--- src/rtl/instr_fetch_unit.sv ---
// -----------------------------------------------------------------------------
// instr_fetch_unit
//
// Front-end stage of the single-issue core. Holds the program counter, fetches
// one 32-bit instruction at a time over a req/ack handshake, presents it (with
// decoded opcode/funct) to the control decoder, and resolves the next PC from
// the decoder's branch/jump controls and the ALU zero flag.
//
// Parameters
//   ADDR_W    PC / instruction address width (>= 28)
//   RESET_PC  word-aligned PC loaded on reset
//
// Ports
//   clk, rst                 clock, synchronous active-high reset
//   stall                    hold the current instruction in DECODE
//   branch_on_eq/_neq, jump  decoder controls, sampled on DECODE exit
//   zero                     ALU zero flag for the instruction in DECODE
//   imem_req/addr            fetch request and address (address == pc)
//   imem_ack/rdata           single-cycle ack, rdata valid with the ack
//   instr, instr_valid       instruction register and its live flag
//   opcode, funct            instr[31:26], instr[5:0]
//   pc                       address of the current instruction
//   instr_count              retired instruction count (wraps at 2^32)
// -----------------------------------------------------------------------------
module instr_fetch_unit #(
    parameter int unsigned       ADDR_W   = 32,
    parameter logic [ADDR_W-1:0] RESET_PC = '0
) (
    input  logic              clk,
    input  logic              rst,
    input  logic              stall,
    input  logic              branch_on_eq,
    input  logic              branch_on_neq,
    input  logic              jump,
    input  logic              zero,
    output logic              imem_req,
    output logic [ADDR_W-1:0] imem_addr,
    input  logic              imem_ack,
    input  logic [31:0]       imem_rdata,
    output logic [31:0]       instr,
    output logic              instr_valid,
    output logic [5:0]        opcode,
    output logic [5:0]        funct,
    output logic [ADDR_W-1:0] pc,
    output logic [31:0]       instr_count
);

    if (ADDR_W < 28) begin : g_addr_w_check
        $error("instr_fetch_unit: ADDR_W must be at least 28");
    end

    localparam logic [5:0]  OP_BEQ    = 6'b000100;
    localparam logic [5:0]  OP_BNE    = 6'b000101;
    localparam logic [5:0]  OP_J      = 6'b000010;
    localparam logic [31:0] NOP_INSTR = 32'hFC00_0000;

    // Bits of pc4 that survive a jump: everything above bit 27.
    localparam logic [ADDR_W-1:0] J_HI_MASK = ~ADDR_W'(32'h0FFF_FFFF);

    typedef enum logic [1:0] {
        S_IDLE,
        S_FETCH,
        S_DECODE
    } state_t;

    state_t            state_q, state_d;
    logic [ADDR_W-1:0] pc_q, pc_d;
    logic [31:0]       instr_q, instr_d;
    logic              instr_valid_q, instr_valid_d;
    logic              imem_req_q, imem_req_d;
    logic [31:0]       instr_count_q, instr_count_d;
    // Low for the first cycle after reset release, so IDLE lasts one full
    // cycle with rst already low before the first fetch request.
    logic              out_of_rst_q, out_of_rst_d;

    logic [ADDR_W-1:0] pc4;
    logic [ADDR_W-1:0] br_off;
    logic [ADDR_W-1:0] br_target;
    logic [ADDR_W-1:0] j_target;
    logic [ADDR_W-1:0] next_pc;
    logic              take_br;
    logic              take_j;

    // -------------------------------------------------------------------------
    // Next-PC resolution (all arithmetic modulo 2^ADDR_W)
    // -------------------------------------------------------------------------
    always_comb begin
        pc4       = pc_q + ADDR_W'(4);
        br_off    = {{(ADDR_W-18){instr_q[15]}}, instr_q[15:0], 2'b00};
        br_target = pc4 + br_off;
        j_target  = (pc4 & J_HI_MASK) | ADDR_W'({instr_q[25:0], 2'b00});

        // Controls only count when the opcode actually is that kind of
        // instruction; a stray branch_on_eq on an R-type never redirects.
        take_br = (branch_on_eq  &  zero & (instr_q[31:26] == OP_BEQ)) |
                  (branch_on_neq & ~zero & (instr_q[31:26] == OP_BNE));
        take_j  = jump & (instr_q[31:26] == OP_J);

        if (take_br) begin
            next_pc = br_target;
        end else if (take_j) begin
            next_pc = j_target;
        end else begin
            next_pc = pc4;
        end
    end

    // -------------------------------------------------------------------------
    // FSM next-state and registered-output computation
    // -------------------------------------------------------------------------
    always_comb begin
        state_d       = state_q;
        pc_d          = pc_q;
        instr_d       = instr_q;
        instr_valid_d = instr_valid_q;
        imem_req_d    = imem_req_q;
        instr_count_d = instr_count_q;
        out_of_rst_d  = 1'b1;

        case (state_q)
            S_IDLE: begin
                instr_valid_d = 1'b0;
                if (out_of_rst_q) begin
                    state_d    = S_FETCH;
                    imem_req_d = 1'b1;
                end else begin
                    imem_req_d = 1'b0;
                end
            end

            S_FETCH: begin
                // Address is pc_q, which cannot change in FETCH, so it is
                // stable for the whole request.
                instr_valid_d = 1'b0;
                imem_req_d    = 1'b1;
                if (imem_ack) begin
                    instr_d       = imem_rdata;
                    state_d       = S_DECODE;
                    imem_req_d    = 1'b0;
                    instr_valid_d = 1'b1;
                end
            end

            S_DECODE: begin
                // Any imem_ack seen here is stale and deliberately ignored.
                instr_valid_d = 1'b1;
                imem_req_d    = 1'b0;
                if (!stall) begin
                    pc_d          = next_pc;
                    instr_count_d = instr_count_q + 32'd1;
                    state_d       = S_FETCH;
                    imem_req_d    = 1'b1;
                    instr_valid_d = 1'b0;
                end
            end

            default: begin
                state_d       = S_IDLE;
                imem_req_d    = 1'b0;
                instr_valid_d = 1'b0;
            end
        endcase
    end

    // -------------------------------------------------------------------------
    // State registers
    // -------------------------------------------------------------------------
    always_ff @(posedge clk) begin
        if (rst) begin
            state_q       <= S_IDLE;
            pc_q          <= RESET_PC;
            instr_q       <= NOP_INSTR;
            instr_valid_q <= 1'b0;
            imem_req_q    <= 1'b0;
            instr_count_q <= '0;
            out_of_rst_q  <= 1'b0;
        end else begin
            state_q       <= state_d;
            pc_q          <= pc_d;
            instr_q       <= instr_d;
            instr_valid_q <= instr_valid_d;
            imem_req_q    <= imem_req_d;
            instr_count_q <= instr_count_d;
            out_of_rst_q  <= out_of_rst_d;
        end
    end

    // -------------------------------------------------------------------------
    // Outputs
    // -------------------------------------------------------------------------
    assign imem_req    = imem_req_q;
    assign imem_addr   = pc_q;
    assign pc          = pc_q;
    assign instr       = instr_q;
    assign instr_valid = instr_valid_q;
    assign instr_count = instr_count_q;
    assign opcode      = instr_q[31:26];
    assign funct       = instr_q[5:0];

endmodule

--- config.mk ---
export PLATFORM = sky130hd
export DESIGN_NAME = instr_fetch_unit
export DESIGN_NICKNAME = d
export VERILOG_FILES = /design/src/rtl/instr_fetch_unit.sv
export SDC_FILE = /design/constraint.sdc
export NUM_CORES = 1
export LEC_CHECK = 0
export CAP_MARGIN = 40
export CORE_MARGIN = 5
export CORE_UTILIZATION = 30
export DETAILED_ROUTE_END_ITERATION = 8
export GPL_TIMING_DRIVEN = 0
export PLACE_DENSITY = 0.59
export SKIP_LAST_GASP = 1
export SYNTH_ARGS = -nofsm -noshare
export SYNTH_HDL_FRONTEND = slang
export SYNTH_SLANG_ARGS = --single-unit
--- constraint.sdc ---
create_clock -name clk -period 3.4 [get_ports clk]
set_input_delay 0.34 -clock clk [delete_from_list [all_inputs] [get_ports clk]]
set_output_delay 0.34 -clock clk [all_outputs]
set_load 0.02 [all_outputs]
After elaboration in Yosys (flattened, before gate mapping)
Cells that the tools add are included.
{"block": "word_totals", "ff_bits": 101, "input_bits": 40, "output_inout_bits": 142, "elab_cells": 45}
{"block": "op_classes", "n_addsub": 3, "eq_ne": 8, "n_mux": 14, "bitwise_logic": 9, "n_reduce_logical": 4}
{"operator": "$mux W32", "count": 2}
{"operator": "$add A32 B1 Y32 const B", "count": 1}
{"operator": "$add A32 B3 Y32 const B", "count": 1}
{"operator": "$add A32 B32 Y32", "count": 1}
{"operator": "$or A32 B28 Y32", "count": 1}
{"operator": "$eq A6 B3 Y1 const B", "count": 2}
{"operator": "$eq A6 B2 Y1 const B", "count": 1}
{"operator": "$mux W1", "count": 6}
{"operator": "$mux W2", "count": 3}
{"operator": "$ne A2 B2 Y1 const B", "count": 3}
{"operator": "$pmux W2 S3", "count": 1}
{"operator": "$and A1 B1 Y1", "count": 5}
{"operator": "$reduce_and A2 Y1", "count": 2}
{"operator": "$pmux W1 S3", "count": 1}
{"operator": "$reduce_and A3 Y1", "count": 1}
{"operator": "$eq A2 B1 Y1 const B", "count": 1}
{"operator": "$eq A2 B2 Y1 const B", "count": 1}
{"operator": "$logic_not A2 Y1", "count": 1}
{"operator": "$not A1 Y1", "count": 2}
{"operator": "$pmux W1 S2", "count": 1}
{"operator": "$or A1 B1 Y1", "count": 1}

Longest topological paths before layout
{"block": "depth", "word_depth": 5, "depth_mapped": 18, "mapped_depth_nobuf": 16}

Worst setup path after synthesis
OpenSTA, ideal clock, no wires.
{"block": "synth_path", "path_kind": "register -> register", "from": "register pc_q[8], in the netlist imem_addr[8]", "to": "register pc_q[31], in the netlist imem_addr[31]", "setup_ns": 0.123, "arrival_time_ns": 3.658, "path_slack_ns": -0.381, "stages_incl_launch_ff": 16, "n_path_buf": 0, "synth_period_minus_slack_ns": 3.781, "path_cell_list": "dfxtp_1 > and4_1 > nand4_1 > nor3_1 > nand2_1 > xnor2_1 > ha_1 > a21oi_1 > o21ai_0 > or3_1 > a311oi_1 > o21ai_0 > nor2_1 > mux4_1 > a31oi_1 > mux2_1"}
{"block": "synth_between", "elab_chain_cells": 4}
{"item": "start, declared", "line": "67", "rtl": "logic [ADDR_W-1:0] pc_q, pc_d;"}
{"item": "start signal, assigned", "line": "179", "rtl": "pc_q <= pc_d;"}
{"item": "$add A32 B3 Y32 (*)", "line": "88", "rtl": "pc4 = pc_q + ADDR_W'(4);"}
{"item": "branches (longest 2 deep; another with $add A32 B32 Y32)"}
{"item": "$mux W32 (*)", "line": "99", "rtl": "if (take_br) begin"}
Mark *: on every way between the ends.
A chain may end at the register's enable or synchronous reset.

Final worst setup path
{"block": "layout_path", "from": "register pc_q[4], in the netlist imem_addr[4]", "to": "register pc_q[31], in the netlist imem_addr[31]"}
The elaborated chain is that of the path after synthesis.

==> flow_summary.rst <==
.. list-table::
   :header-rows: 1

   * - Metric
     - Value
   * - Post-route DRC violation count
     - 0
   * - Post-synth design cell area
     - 0.00688 mm²
   * - Outcome
     - finished with violations
   * - GRT Util Overall
     - between 10% and 20%
   * - Die footprint
     - 0.0261 mm²
   * - Headroom to the max-slew limit
     - 37.5%
   * - Site row count
     - between 50 and 60
   * - Worst hold slack after final layout
     - 0.490 ns
   * - Slew at the pin closest to its max-slew limit
     - 0.937 ns
   * - Worst ir drop on vdd
     - between 0.2 and 0.3 mV
   * - Synth warnings
     - 0
   * - Final weighted congestion in routability-driven placement
     - 0.892
   * - Share of cells above drive strength 1
     - about a fifth
   * - Number of max-capacitance violations reported
     - 0
   * - Clock buffers created by TritonCTS
     - 9
   * - Later-pin clock latency in the skew report
     - 0.35 ns
   * - Failing checks
     - negative setup slack
   * - Class of the tightest hold or removal check
     - register to register
   * - Largest stage delay, worst path
     - 0.50 ns
   * - Post-synth top area share
     - 28.8%
   * - Global-route wire length before repair
     - 39.1 mm
   * - Ant diodes
     - 0
   * - Library cell used as clock root buffer
     - sky130_fd_sc_hd__clkbuf_16
   * - Area growth from synthesis to final layout
     - 50.9%
   * - Average footprint of a synthesized cell
     - 7.71 µm²
   * - Sum of net half-perimeters after detailed placement
     - 18.9 mm
   * - Number of distinct library cell variants in the gate-level netlist after synthesis
     - 60
   * - IO buf count
     - 177
   * - Critical path class
     - register to register
   * - Total length of routed wires
     - 25.6 mm
   * - Cell count after synthesis
     - between 800 and 900
   * - Setup violation total in the final timing report
     - 6
   * - Crit path max-delay cell type
     - sky130_fd_sc_hd__or3_4
   * - Largest fanout on the critical path
     - 7
   * - Share of the clock period used by the worst path after layout
     - 110%
   * - Worst Setup Slack, final
     - -0.356 ns
   * - Die W
     - 161 µm
   * - Number of synthesized flops with an enable pin
     - 0
   * - Cell family with the largest share of critical-path delay
     - simple AND/OR/NAND/NOR gates
   * - Detail Route Antenna Nets
     - 0
   * - Setup repair after global routing missed its margin
     - true
   * - Bufs on Longest Clock Path
     - 2
   * - Number of global-route vias before repair
     - 7103
   * - Level count of the clock H-tree
     - 3
   * - CTS tree
     - done
   * - Leakage power of the design
     - 4.25 nW
   * - Number of vias after detailed routing
     - 7292
   * - Cts-stage hold buffer count
     - 0
   * - CP Capture Type
     - register
   * - CP required
     - 3.64 ns
   * - Min cycle time layout
     - 3.76 ns
   * - Pre-antenna DRT Iters
     - 7
   * - Final Net Count
     - 1208
   * - Sequential element share of the synthesized area
     - 28.8%
   * - Die boundary height
     - 161 µm
   * - Power after layout
     - 4.23 mW
   * - Clock slew at reported path FFs
     - around 0.08 ns
   * - Share of synthesized registers carrying an async set or reset
     - 0%
   * - Most area-consuming cells after synthesis
     - sky130_fd_sc_hd__dfxtp_1 29%, sky130_fd_sc_hd__ha_1 7.8%, sky130_fd_sc_hd__nand2_1 6.9%
   * - Most instantiated flip-flop cell in the synthesis netlist
     - sky130_fd_sc_hd__dfxtp_1
   * - Initial Utilization
     - a little under a third
   * - Num Clock Sinks
     - 99
   * - Max Freq
     - 266 MHz
   * - Hold Fails Final Rpt
     - 0
   * - Antenna violations before repair
     - 0
   * - Global-route congestion overflow total
     - 0
   * - DR vias/cell
     - 5.16
   * - Post-place instance area
     - between 0.009 and 0.01 mm²
   * - Number of storage elements in the synthesis netlist
     - 99
   * - Number of placed I/O pins
     - 182
   * - Routed wire per std cell
     - approximately 18 µm
   * - Critical path launch point type
     - register
   * - Largest net degree at the start of global routing
     - 21
   * - Iter 0 DRT Violations
     - between 400 and 500
   * - CP Data Arrival Time
     - 4.00 ns
   * - Buffer and inverter count on the worst path
     - 1
   * - Design Area, Final
     - 0.0104 mm²
   * - Number of pins exceeding their max-slew limit in the final report
     - 0
   * - Cell Chain, Critical Path
     - and4_1, buf_6, nand3_4, or3_4, nor2b_2, xor2_4, ha_2, a21oi_2, o21bai_1, a21o_1, a221oi_2, o21ai_1, nor2_2, mux4_2, a31oi_1, mux2_1
   * - Total power per unit cell area
     - around 400 mW/mm²
   * - Core Box Area
     - 0.0226 mm²
   * - Clock Skews
     - around 0.011 ns
   * - Post-synth top area cell
     - sky130_fd_sc_hd__dfxtp_1
==> routing by layer <==
metal	routed length (µm)	share of wire, %	GRT usage (%)
met2	11900	47	31.1
met4	608	2.4	5.78
met3	1690	6.6	4.01
met5	0	0	0
met1	11400	44	24.6
==> metrics by stage <==
step	TNS (ns)	std cells	setup WS (ns)	util [%]
after floorplan	-0.142	895	-0.0822	-
after global placement	-3.42	1357	-0.768	40.3
after detailed placement	-3.60	1359	-0.771	40.5
after CTS	-0.924	1400	-0.281	44.2
after global routing	-2.16	1414	-0.549	45.9
final	-1.09	1414	-0.356	45.9
==> where the power goes <==
group          switching [mW]  internal, mW
Clock                   0.492         0.624
Combinational           0.893         0.772
Sequential              0.169          1.28
Total                    1.55          2.67
==> cell usage after synthesis (2+ instances only) <==
library cell,count
sky130_fd_sc_hd__inv_1,16
sky130_fd_sc_hd__o21ai_0,44
sky130_fd_sc_hd__clkbuf_1,32
sky130_fd_sc_hd__nand3_1,35
sky130_fd_sc_hd__a21o_1,13
sky130_fd_sc_hd__nand2b_1,6
sky130_fd_sc_hd__nor3_1,23
sky130_fd_sc_hd__mux2_2,2
sky130_fd_sc_hd__nand4b_1,2
sky130_fd_sc_hd__o21a_1,3
sky130_fd_sc_hd__xor2_1,33
sky130_fd_sc_hd__o31ai_1,2
sky130_fd_sc_hd__a211o_1,2
sky130_fd_sc_hd__or3_1,8
sky130_fd_sc_hd__nor4_1,5
sky130_fd_sc_hd__or4_1,2
sky130_fd_sc_hd__mux2i_1,24
sky130_fd_sc_hd__o211ai_1,4
sky130_fd_sc_hd__a21oi_1,75
sky130_fd_sc_hd__ha_1,43
sky130_fd_sc_hd__nand2_1,126
sky130_fd_sc_hd__o21bai_1,6
sky130_fd_sc_hd__buf_4,48
sky130_fd_sc_hd__a221o_1,2
sky130_fd_sc_hd__nor4b_1,2
sky130_fd_sc_hd__a31oi_1,6
sky130_fd_sc_hd__a211oi_1,16
sky130_fd_sc_hd__buf_1,2
sky130_fd_sc_hd__nor2_1,93
sky130_fd_sc_hd__o221a_2,2
sky130_fd_sc_hd__and4_1,9
sky130_fd_sc_hd__nor2b_1,8
sky130_fd_sc_hd__xnor2_1,43
sky130_fd_sc_hd__and2_1,6
sky130_fd_sc_hd__and3_1,13
sky130_fd_sc_hd__buf_6,2
sky130_fd_sc_hd__dfxtp_1,99
sky130_fd_sc_hd__a311oi_1,2
sky130_fd_sc_hd__nand4_1,12
==> worst min-delay path, stage by stage, from the launching register on <==
cell	delay, ns
sky130_fd_sc_hd__dfxtp_1	0.33
sky130_fd_sc_hd__nand2_1	0.06
sky130_fd_sc_hd__a21oi_1	0.05
==> cell families after synthesis <==
| logic type | synth area share, % |
|---|---|
| AOI/OAI and AO/OA | 16.4 |
| buffers and inverters | 8.29 |
| xor gates and xnor gates | 9.67 |
| and+or+nand+nor | 24.3 |
| other | 0.0545 |
| DFF | 28.8 |
| muxes | 4.36 |
| adders and majority gates | 8.11 |
==> cells in the final DEF (no fill, tap or decap), types with 31 or more instances in the layout <==
| cell | synthesis | layout |
|---|---|---|
| sky130_fd_sc_hd__a21oi_1 | 75 | 64 |
| sky130_fd_sc_hd__ha_1 | 43 | 31 |
| sky130_fd_sc_hd__buf_4 | 48 | 86 |
| sky130_fd_sc_hd__clkdlybuf4s50_1 | 0 | 177 |
| sky130_fd_sc_hd__nand2_1 | 126 | 121 |
| sky130_fd_sc_hd__o21ai_0 | 44 | 34 |
| sky130_fd_sc_hd__dfxtp_1 | 99 | 84 |
| sky130_fd_sc_hd__clkbuf_1 | 32 | 33 |
| sky130_fd_sc_hd__nand3_1 | 35 | 32 |
| sky130_fd_sc_hd__nor2_1 | 93 | 84 |
==> registers in the layout (all words and copies together) (netlist names) <==
name          flops
state_q           2
out_of_rst_q      1
instr_valid       1
instr_count      32
instr            32
imem_req          1
imem_addr        30
==> cell type report <==
type	instances	area [µm²]
fill	2233	12300
multi-input combinational	696	5000
timing repair buffer	220	2110
sequential	99	2040
buffer	82	499
tap	285	357
clock buffer	12	258
inverter	16	60.1
clock inverter	4	57.6
==> what timing repair did <==
action,4_1_cts,5_1_grt
endpoints found under the setup margin,11,18
gates resized for setup,65,55
pin swaps,34,39
setup buffers,26,15
==> final timing paths <==
check             slack, ns    startpoint  cells past startpoint             to
setup / recovery      -0.36  imem_addr[4]                     16  imem_addr[31]
hold reg to reg        0.49     instr[21]                      2      instr[21]
setup reg to reg      -0.36  imem_addr[4]                     16  imem_addr[31]
hold / removal         0.49     instr[21]                      2      instr[21]
Power figures use the tool's default switching activity.
